===== src/rtl/alu_ex_stage.sv =====
// Execute-stage ALU for the RV32I pipeline: one shared 33-bit adder, one shifter,
// registered result/flags/rd into EX/MEM with stall (hold) and flush (bubble).

module alu_shifter (
  input  logic [31:0] a,
  input  logic [4:0]  shamt,
  input  logic [1:0]  shtype,
  output logic [31:0] y
);

  always_comb begin
    case (shtype)
      2'b01:   y = a << shamt;
      2'b10:   y = $unsigned($signed(a) >>> shamt);
      default: y = a >> shamt;
    endcase
  end

endmodule

module alu_ex_stage #(
  parameter int DATA_W = 32,
  parameter int RD_W   = 5
) (
  input  logic              clk,
  input  logic              rst,
  input  logic              in_valid,
  input  logic              stall,
  input  logic              flush,
  input  logic [3:0]        alu_sel,
  input  logic [DATA_W-1:0] op_a,
  input  logic [DATA_W-1:0] op_b,
  input  logic [RD_W-1:0]   rd_in,
  input  logic              reg_write_in,
  output logic              out_valid,
  output logic [DATA_W-1:0] result,
  output logic              zf,
  output logic              cf,
  output logic              vf,
  output logic              sf,
  output logic [RD_W-1:0]   rd_out,
  output logic              reg_write_out
);

  localparam logic [3:0] SEL_ADD   = 4'b0000;
  localparam logic [3:0] SEL_SUB   = 4'b0001;
  localparam logic [3:0] SEL_AND   = 4'b0010;
  localparam logic [3:0] SEL_OR    = 4'b0011;
  localparam logic [3:0] SEL_XOR   = 4'b0100;
  localparam logic [3:0] SEL_SLL   = 4'b0101;
  localparam logic [3:0] SEL_SRL   = 4'b0110;
  localparam logic [3:0] SEL_SRA   = 4'b0111;
  localparam logic [3:0] SEL_SLT   = 4'b1000;
  localparam logic [3:0] SEL_SLTU  = 4'b1001;
  localparam logic [3:0] SEL_PASSB = 4'b1010;

  logic              sub_op;
  logic [DATA_W-1:0] b_eff;
  logic [DATA_W:0]   sum;
  logic              carry;
  logic              ovf;
  logic              lt_signed;
  logic [1:0]        shtype;
  logic [DATA_W-1:0] sh_y;
  logic [DATA_W-1:0] res_c;
  logic              cf_c;
  logic              vf_c;

  // SLT/SLTU reuse the subtract path; compare outcome comes from its flags.
  assign sub_op = (alu_sel == SEL_SUB) || (alu_sel == SEL_SLT) || (alu_sel == SEL_SLTU);
  assign b_eff  = sub_op ? ~op_b : op_b;
  assign sum    = {1'b0, op_a} + {1'b0, b_eff} + {{DATA_W{1'b0}}, sub_op};
  assign carry  = sum[DATA_W];
  assign ovf    = (op_a[DATA_W-1] == b_eff[DATA_W-1]) && (sum[DATA_W-1] != op_a[DATA_W-1]);
  assign lt_signed = sum[DATA_W-1] ^ ovf;

  always_comb begin
    shtype = 2'b00;
    case (alu_sel)
      SEL_SLL: shtype = 2'b01;
      SEL_SRA: shtype = 2'b10;
      default: shtype = 2'b00;
    endcase
  end

  alu_shifter u_shifter (
    .a      (op_a),
    .shamt  (op_b[4:0]),
    .shtype (shtype),
    .y      (sh_y)
  );

  always_comb begin
    res_c = '0;
    cf_c  = 1'b0;
    vf_c  = 1'b0;
    case (alu_sel)
      SEL_ADD, SEL_SUB: begin
        res_c = sum[DATA_W-1:0];
        cf_c  = carry;
        vf_c  = ovf;
      end
      SEL_AND:   res_c = op_a & op_b;
      SEL_OR:    res_c = op_a | op_b;
      SEL_XOR:   res_c = op_a ^ op_b;
      SEL_SLL, SEL_SRL, SEL_SRA: res_c = sh_y;
      SEL_SLT:   res_c = {{(DATA_W-1){1'b0}}, lt_signed};
      SEL_SLTU:  res_c = {{(DATA_W-1){1'b0}}, ~carry};
      SEL_PASSB: res_c = op_b;
      default:   res_c = '0;
    endcase
  end

  // Priority at each edge: reset, then flush, then stall (hold), then load.
  always_ff @(posedge clk) begin
    if (!rst || flush) begin
      out_valid     <= 1'b0;
      reg_write_out <= 1'b0;
      result        <= '0;
      zf            <= 1'b0;
      cf            <= 1'b0;
      vf            <= 1'b0;
      sf            <= 1'b0;
      rd_out        <= '0;
    end else if (!stall) begin
      out_valid     <= in_valid;
      reg_write_out <= reg_write_in & in_valid;
      result        <= res_c;
      zf            <= (res_c == '0);
      cf            <= cf_c;
      vf            <= vf_c;
      sf            <= res_c[DATA_W-1];
      rd_out        <= rd_in;
    end
  end

endmodule


===== config.mk =====
export PLATFORM = sky130hd
export DESIGN_NAME = alu_ex_stage
export DESIGN_NICKNAME = d
export VERILOG_FILES = /design/src/rtl/alu_ex_stage.sv
export SDC_FILE = /design/constraint.sdc
export NUM_CORES = 1
export LEC_CHECK = 0
export CAP_MARGIN = 20
export CORE_UTILIZATION = 35
export DETAILED_ROUTE_END_ITERATION = 16
export DONT_BUFFER_PORTS = 1
export PLACE_DENSITY = 0.46
export SLEW_MARGIN = 20
export SYNTH_ARGS = -nofsm -noshare
export SYNTH_HDL_FRONTEND = slang
export SYNTH_SLANG_ARGS = --single-unit

===== constraint.sdc =====
create_clock -name clk -period 5.63 [get_ports clk]
set_input_delay 0.8445 -clock clk [delete_from_list [all_inputs] [get_ports clk]]
set_output_delay 0.8445 -clock clk [all_outputs]
set_load 0.05 [all_outputs]

==> flow_summary.ini, run 1 <==
[outcome]
outcome = finished, final reports clean

[placement]
placedCellCount = 1771
gp_congestion = 1.05
numPortBuffers = 0
dp_hpwl_mm = 42.6

[global_route]
antenna_found_initial = 0
grt_max_degree = 122
grt_pass1_wl_mm = 81.7
grt_pass1_vias = 11400
overflow = 0
grt_use_total_pct = 33.4

[clocking]
clk_pin_slew_ns = 0.06
cts_htree_levels = 2
cts_made_buffers = 5
insertion_delay_ns = 0.28
clockBufferDepth = 2
holdBufCountCts = 0
cts_tree = yes
postCtsSetupBuffers = 0
clock-sinks = 42
cts_resized = 0
root_buffer = clkbuf_16

[setup_path]
crit_arrival_ns = 5.21
cp_num_buf_inv = 1
path_common_cell = a31oi_1
r2r-end = result[31]$_SDFFE_PP0N_
path_max_fanout = 25
r2r.worst_path.cells = 2
crit_chain = or3_2 -> xnor2_1 -> ha_1 -> a31oi_1 -> nor2b_1 -> or2_2 -> a31oi_1 -> o311ai_1 -> a311oi_1 -> nand4b_1 -> nor4_1 -> buf_4 -> and4_1 -> nand4_1 -> o31ai_1
path_delay_family = simple AND/OR/NAND/NOR gates
slowest_delay_ns = 0.90
slowest_stage = a311oi_1
startpoint = alu_sel[1]
crit_type = in -> reg
required_ns = 5.83
crit_path_end_kind = flop
path_depth = 15
r2r-start = result[31]$_SDFFE_PP0N_
reg2reg_slack_ns = 4.28
critPathLaunchType = input port

[logic_synthesis]
synthTopCellsByCount = nand2_1, nor2_1, a21oi_1, ha_1, o21ai_0
synth_top_area_cell = mux4_2
ys_warn_count = 0
synth_edf_count = 0
synth_ff_type = dfxtp_1
ys_seq_area_share_pct = 7.50
syn_inst = 1480
synth_nets = 1661
syn_area_mm2 = 0.0112
ys_top_cells_by_area = mux4_2, ha_1, dfxtp_1, mux2i_1, nand2_1
ys_ff_latch = 42
yosysMostFrequentCell = nand2_1
synth_top_area_share_pct = 13.3
synthDistinctLibCells = 85
ys_async_sr_fraction_pct = 0
avgSynthCellArea_um2 = 7.57

[routing]
drt_iter0_markers = 1643
dr.pass1.iters = 6
drc = 0
drt-wirelength-per-cell_um = 31.4
drtAntennaViolNets = 0
avgViaCountPerCell = 6.87
routed_wirelength_mm = 55.9
routed-via-count = 12200

[floorplan]
initial_core_util_pct = 35.5
core-area_mm2 = 0.0316
die_h_um = 181
die_x_um = 181
fp-row-count = 65
io_pins = 122
die-area_mm2 = 0.0327

[pwr]
p_leak_nw = 4.34
powerDensity_mw_per_mm2 = 142
vdd_drop_max_mv = 0.126

[sta]
setup_viol = 0
max-slew-margin-rel_pct = 28.0
final-max-slew-violation-count = 0
min_period_ns = 5.01
tightest_slew_ns = 1.07
finClkSkew_ns = 0
timing.final.crit_share_pct = 89.0
rsz0062_at_grt = false
tns_ns = 0
hold_viol_final = 0
fmax_mhz = 200

[finish]
instances_no_fill = 1779
fin_nets = 1557
fill_cells = 3395
multi_input_area_mm2 = 0.00947
drive_gt1_share_pct = 11.3
seqCellArea_um2 = 841
area_delta_synth_final_pct = 2.24
diodes = 0

[run]
drv_cap = 0

[hold_path]
hold_path.class = in -> reg
whs_endpoint = vf$_SDFFE_PP0N_
hold_depth = 2
hp-start = stall
[through the flow]
| step | util (%) | hold slack (ns) | area, um2 | setup WS, ns | total power (W) |
|---|---|---|---|---|---|
| 3_3_place_gp | 35.8 | 0.699 | 11300 | 0.480 | 0.00132 |
| 3_5_place_dp | 35.8 | 0.700 | 11300 | 0.432 | 0.00131 |
| 4_1_cts | 36.3 | 0.685 | 11500 | 0.725 | 0.00160 |
| 6_report | 36.3 | 0.699 | 11500 | 0.620 | 0.00163 |
| 2_1_floorplan | - | 0.671 | 11200 | 0.690 | 0.00111 |
| 5_1_grt | 36.3 | 0.692 | 11500 | 0.438 | 0.00171 |
[sequential cells by signal (all words and copies together) (netlist names)]
register / cells
cf: 1
out_valid: 1
rd_out: 5
reg_write_out: 1
result: 32
vf: 1
zf: 1
[report_power, final]
| part | switching (W) | internal [W] | total [W] |
|---|---|---|---|
| logic | 0.000593 | 0.000395 | 0.000988 |
| clock network | 0.000114 | 0.000176 | 0.000290 |
| registers | 0.0000423 | 0.000307 | 0.000349 |
[kinds of logic after synthesis]
kind of cell | synth area share, %
AOI/OAI and AO/OA | 29.0
and+or+nand+nor | 19.2
buffers and inverters | 8.25
muxes | 21.1
adders and majority gates | 11.5
xor gates and xnor gates | 3.52
DFF | 7.50
[worst reg2reg max path, stage by stage, from the launching register on]
cell and delay [ns]:
dfxtp_1 0.97, o21ai_0 0.17, a21oi_1 0.15
[layout by cell type, fill, tap and decap left out, types with 14 or more instances in the layout]
cell,Yosys,routed
nand2_1,148,148
nor2_1,123,123
a21oi_1,105,105
ha_1,101,101
o21ai_0,95,95
inv_1,68,68
mux4_2,66,66
mux2i_1,58,58
dfxtp_1,42,42
xnor2_1,41,41
a211oi_1,33,33
buf_4,10,29
nand3_1,28,28
mux2_2,24,24
nor3_1,25,24
o211ai_1,24,24
a22oi_1,21,21
a31oi_1,20,20
nor2b_1,19,19
o22ai_1,17,17
o31ai_1,17,17
nand2b_1,15,15
a21o_1,15,15
nand4_1,14,14
[cell type report]
type | count | area share [%]
clock buffers | 7 | 1.25
clock inverters | 1 | 0.0437
inverters | 73 | 2.39
multi-input cells | 1225 | 82.7
flip-flops and latches | 42 | 7.34
well taps | 402 | 4.39
repair buffers | 29 | 1.90
[worst max path at each step]
stage	to
2_1_floorplan	vf$_SDFFE_PP0N_
3_3_place_gp	zf$_SDFFE_PP0N_
3_5_place_dp	zf$_SDFFE_PP0N_
4_1_cts	zf$_SDFFE_PP0N_
5_1_grt	zf$_SDFFE_PP0N_
6_report	zf$_SDFFE_PP0N_
[metal layers]
metal  share of wire (%)  vias to the layer above  global-route usage [%]
met4                 3.6                        0                    10.4
li1                    -                     5402                       -
met3                 9.6                       88                    5.89
met5                   0                        -                       0
met2                  43                      802                    50.9
met1                  43                     5936                    47.4
Note: power is estimated with default switching activity, not from simulation.
==> inputs of run 2 (changes only) <==
- CORE_MARGIN: not set -> 1.5
- SLEW_MARGIN: 20 -> not set
==> flow_summary.ini, run 2 (same netlist as run 1, synthesis figures left out) <==
[outcome]
outcome = finished, final reports clean

[finish]
area_delta_synth_final_pct = 3.25
seqCellArea_um2 = 841
drive_gt1_share_pct = 12.2
reg_top3 = result: 32 flops, rd_out: 5 flops
finish.utilization_pct = 36.7
diodes = 0
multi_input_area_mm2 = 0.00947
final_common_cell = nand2_1
fin_area_mm2 = 0.0116
final_cell_mix = nand2_1, nor2_1, a21oi_1
fin_nets = 1569
fill_cells = 3419
largest_reg_flops = 32
top_register = result

[clocking]
holdBufCountCts = 0
postCtsSetupBuffers = 0
cts_made_buffers = 5
root_buffer = clkbuf_16
cts_tree = yes
insertion_delay_ns = 0.28
cts_htree_levels = 2
clock-sinks = 42
clockBufferDepth = 2
cts_resized = 0
clk_pin_slew_ns = 0.06

[sta]
fmax_mhz = 198
rsz0062_at_grt = false
tns_ns = 0
final-max-slew-violation-count = 0
tightest_slew_ns = 1.05
finClkSkew_ns = 0
setup_viol = 0
min_period_ns = 5.04
hold_viol_final = 0
max-slew-margin-rel_pct = 29.8
timing.final.crit_share_pct = 89.5
fin_ws_ns = 0.589

[setup_path]
r2r-start = result[31]$_SDFFE_PP0N_
slowest_delay_ns = 0.70
path_common_cell = a21oi_1
crit_type = in -> reg
required_ns = 5.85
path_max_fanout = 25
startpoint = alu_sel[1]
crit_chain = or3_2 -> buf_4 -> xnor2_1 -> ha_1 -> a21oi_1 -> o21ai_0 -> or2_2 -> a211oi_1 -> nor2_1 -> a41o_1 -> a21o_1 -> a21oi_1 -> xnor2_1 -> or4_1 -> a21oi_1
crit_path_end_kind = flop
crit_arrival_ns = 5.26
slowest_stage = or3_2
critPathLaunchType = input port

[global_route]
overflow = 0
antenna_found_initial = 1
grt_pass1_vias = 11600
grt_max_degree = 122
grt_pass1_wl_mm = 83.7
grt_use_total_pct = 33.9

[placement]
gp_congestion = 1.02
preCtsSetupSlack_ns = 0.421
place_area_mm2 = 0.0114
dp_hpwl_mm = 43.8
numPortBuffers = 0

[hold_path]
hp-start = stall
hold_path.class = in -> reg

[floorplan]
die-area_mm2 = 0.0331
fp-row-count = 65
die_x_um = 182
die_h_um = 182
initial_core_util_pct = 35.5
io_pins = 122
core-area_mm2 = 0.0316

[routing]
avgViaCountPerCell = 6.79
drt-wirelength-per-cell_um = 31.8
drt_iter0_markers = 1401
routed-via-count = 12200
dr.pass1.iters = 5
drtAntennaViolNets = 0
routed_wirelength_mm = 56.9
drc = 0

[pwr]
p_leak_nw = 4.40
vdd_drop_max_mv = 0.151
powerDensity_mw_per_mm2 = 145
power_w = 0.00168

[run]
drv_cap = 0
-- run 2: changes by cell type in the layout (fill, tap and decap cells not counted) --
| cell | before | now |
|---|---|---|
| clkbuf_8 | 1 | 0 |
| bufinv_16 | 0 | 1 |
| clkbuf_1 | 1 | 0 |
| clkinv_2 | 1 | 0 |
| buf_4 | 29 | 41 |
| clkinvlp_4 | 0 | 2 |
-- run 2: worst max-delay path, delay by kind of cell --
family | cells | cell delay, ns
adders and majority gates | 1 | 0.38
buffers and inverters | 1 | 0.34
and+or+nand+nor | 4 | 1.68
xor gates and xnor gates | 2 | 0.25
AOI/OAI and AO/OA | 7 | 1.75
-- run 2: where the power goes --
group | total, W | internal [W] | leakage (nW) | switching, W
clock network | 0.000328 | 0.000209 | 0.0760 | 0.000119
logic | 0.00100 | 0.000401 | 3.98 | 0.000599
registers | 0.000349 | 0.000307 | 0.341 | 0.0000423
total | 0.00168 | 0.000917 | 4.40 | 0.000760
-- run 2: final cells by class --
type	count	share of cell area, %
multi-input cells	1225	81.9
flip-flops and latches	42	7.27
well taps	402	4.35
repair buffers	41	2.66
inverters	73	2.37
clock buffers	5	1.08
clock inverters	3	0.389
-- run 2: final timing paths --
kind,cells after the start,slack (ns),endpoint
setup / recovery,15,0.59,vf$_SDFFE_PP0N_
hold reg to reg,2,0.70,result[19]$_SDFFE_PP0N_
hold / removal,2,0.69,result[27]$_SDFFE_PP0N_
setup reg to reg,2,4.29,result[31]$_SDFFE_PP0N_
-- run 2: per-stage QoR --
step | hold slack (ns) | std cells
3_3_place_gp | 0.700 | 1783
5_1_grt | 0.687 | 1791
4_1_cts | 0.684 | 1791
6_report | 0.693 | 1791
3_5_place_dp | 0.699 | 1783
2_1_floorplan | 0.671 | 1480
-- run 2: routing by layer --
metal	vias to the layer above	track usage, %	part of all wire [%]
met4	0	8.46	3.0
met3	61	4.43	7.1
met2	595	52.5	44
met1	6071	49.5	46
li1	5427	-	-
met5	-	0	0
==> RTL edit, RTL diff (flow settings as in run 2) <==
Set the parameter `RD_W` to 10 (it was 5).
--- a/src/rtl/alu_ex_stage.sv
+++ b/src/rtl/alu_ex_stage.sv
@@ -20,7 +20,7 @@
 
 module alu_ex_stage #(
   parameter int DATA_W = 32,
-  parameter int RD_W   = 5
+  parameter int RD_W   = 10
 ) (
   input  logic              clk,
   input  logic              rst,
Ports: changed (resized rd_in and rd_out); port bits go from 122 to 132. The function was not compared with the original's and may differ.
==> RTL edit against run 2 <==
- cell area is 3.8% higher
- sequential share of layout area is 0.57 points higher
- sequential cell count is 5 higher
- synthesized area is 1.7% higher
- via count is 0.32% higher
- wire length is 2.1% lower
- global-route usage is 1.3 points lower
- total power is 4.7% higher
- setup slack better by 0.14 ns
==> RTL edit: results (changes against run 2) <==
* Outcome: completed
* First-pass GRT wire length at 81100 um (-3.0%)
* Area share of fa/ha/maj cells after synthesis at 11.3% (-0.19 points)
* H-tree level count at 2 (unchanged)
* Pleak at 4.83 nW (+9.8%)
* Top cells by area, synth: mux4_2, ha_1, dfxtp_1, mux2i_1, nand2_1
* CP top delay family: simple AND/OR/NAND/NOR gates
* Distinct cells, synth at 88 (+3.5%)
* Delay of the slowest critical-path stage at 0.54 ns (-0.16 ns)
* Skew-Pair Late Insertion Delay at around 0.29 ns
* DPL Wire Length at 42600 um (-2.9%)
* Fillers at 3420 (+0.029%)
* Synth warnings at 0 (unchanged)
* Asr flop ratio synth at 0% (unchanged)
* Gr usage total at 32.6% (-1.3 points)
* Vias in the first global route at 11400 (-1.4%)
* Top FF cell, synth: dfxtp_1
* Xor/xnor share of the synthesized area at 3.69% (+0.17 points)
* Crit Path Max Fanout at 26 (+4.0%)
* Slew HR at 17.6% (-12 points)
* Detailed-route wire length at 55700 um (-2.1%)
* Largest net degree at the start of global routing at 113 (-7.4%)
* DR pass1 iterations at 5 (unchanged)
* Sequential element share of the synthesized area at 8.26% (+0.75 points)
* Worst path slowest cell: or4_1
* Gpl congestion at 1.02 (-0.37%)
* Fraction of layout instances using a drive strength above 1 at 14.1% (+2.0 points)
* Initial DRC count at 1369 (-2.3%)
* Syn_nets at 1664 (+0.18%)
* Regs by FF count: result x32, rd_out x10
* Via count at 12200 (+0.32%)
* Post-synthesis mux area share at 24.0% (+2.9 points)
* Synth Area in Compound Gates at 24.6% (-4.4 points)
* Final net count at 1594 (+1.6%)
* Peak supply drop at 0.174 mV (+16%)
* Synth top cells by count: nand2_1, nor2_1, ha_1
* Initial core utilization at 35.8% (+0.33 points)
==> RTL edit: worst paths after layout <==
check                          start                       to  slack (ns)  cells past startpoint
max reg2reg  result[31]$_SDFFE_PP0N_  result[31]$_SDFFE_PP0N_        4.33                      2
max                       alu_sel[0]          zf$_SDFFE_PP0N_        0.72                     15
min                            stall  result[19]$_SDFFE_PP0N_        0.70                      2
min reg2reg  result[17]$_SDFFE_PP0N_  result[17]$_SDFFE_PP0N_        0.71                      2
==> RTL edit: area by class of cell <==
cell class / instances / area share, %
clock buffers: 7 / 1.27
clock inverters: 1 / 0.0625
inverters: 80 / 2.50
multi-input cells: 1215 / 79.9
flip-flops and latches: 47 / 7.84
well taps: 435 / 4.53
repair buffers: 59 / 3.86
==> RTL edit: kinds of logic after synthesis <==
group / after synthesis
buf+inv: 216
flops: 47
xor+xnor: 48
compound gates: 403
fa+ha+maj: 102
simple gates: 477
mux: 185
==> RTL edit: routing by layer <==
| metal | track usage [%] | share of wire, % |
|---|---|---|
| met1 | 45.8 | 44 |
| met2 | 50.1 | 44 |
| met3 | 5.19 | 8.3 |
| met4 | 11.7 | 3.9 |
| met5 | 0 | 0 |
==> RTL edit: through the flow <==
step	utilization [%]	hold slack, ns	setup slack (ns)	std cells	area (um^2)
floorplan	-	0.686	0.302	1478	11400
global placement	37.2	0.692	0.534	1835	11800
detailed placement	37.2	0.699	0.495	1835	11800
CTS	37.7	0.682	0.800	1843	12000
global route	37.7	0.682	0.449	1844	12000
finish	37.7	0.695	0.725	1844	12000
==> RTL edit: power breakdown <==
part | switching (mW) | internal, mW
registers | 0.0455 | 0.343
clock network | 0.122 | 0.189
logic | 0.622 | 0.434
total | 0.789 | 0.966
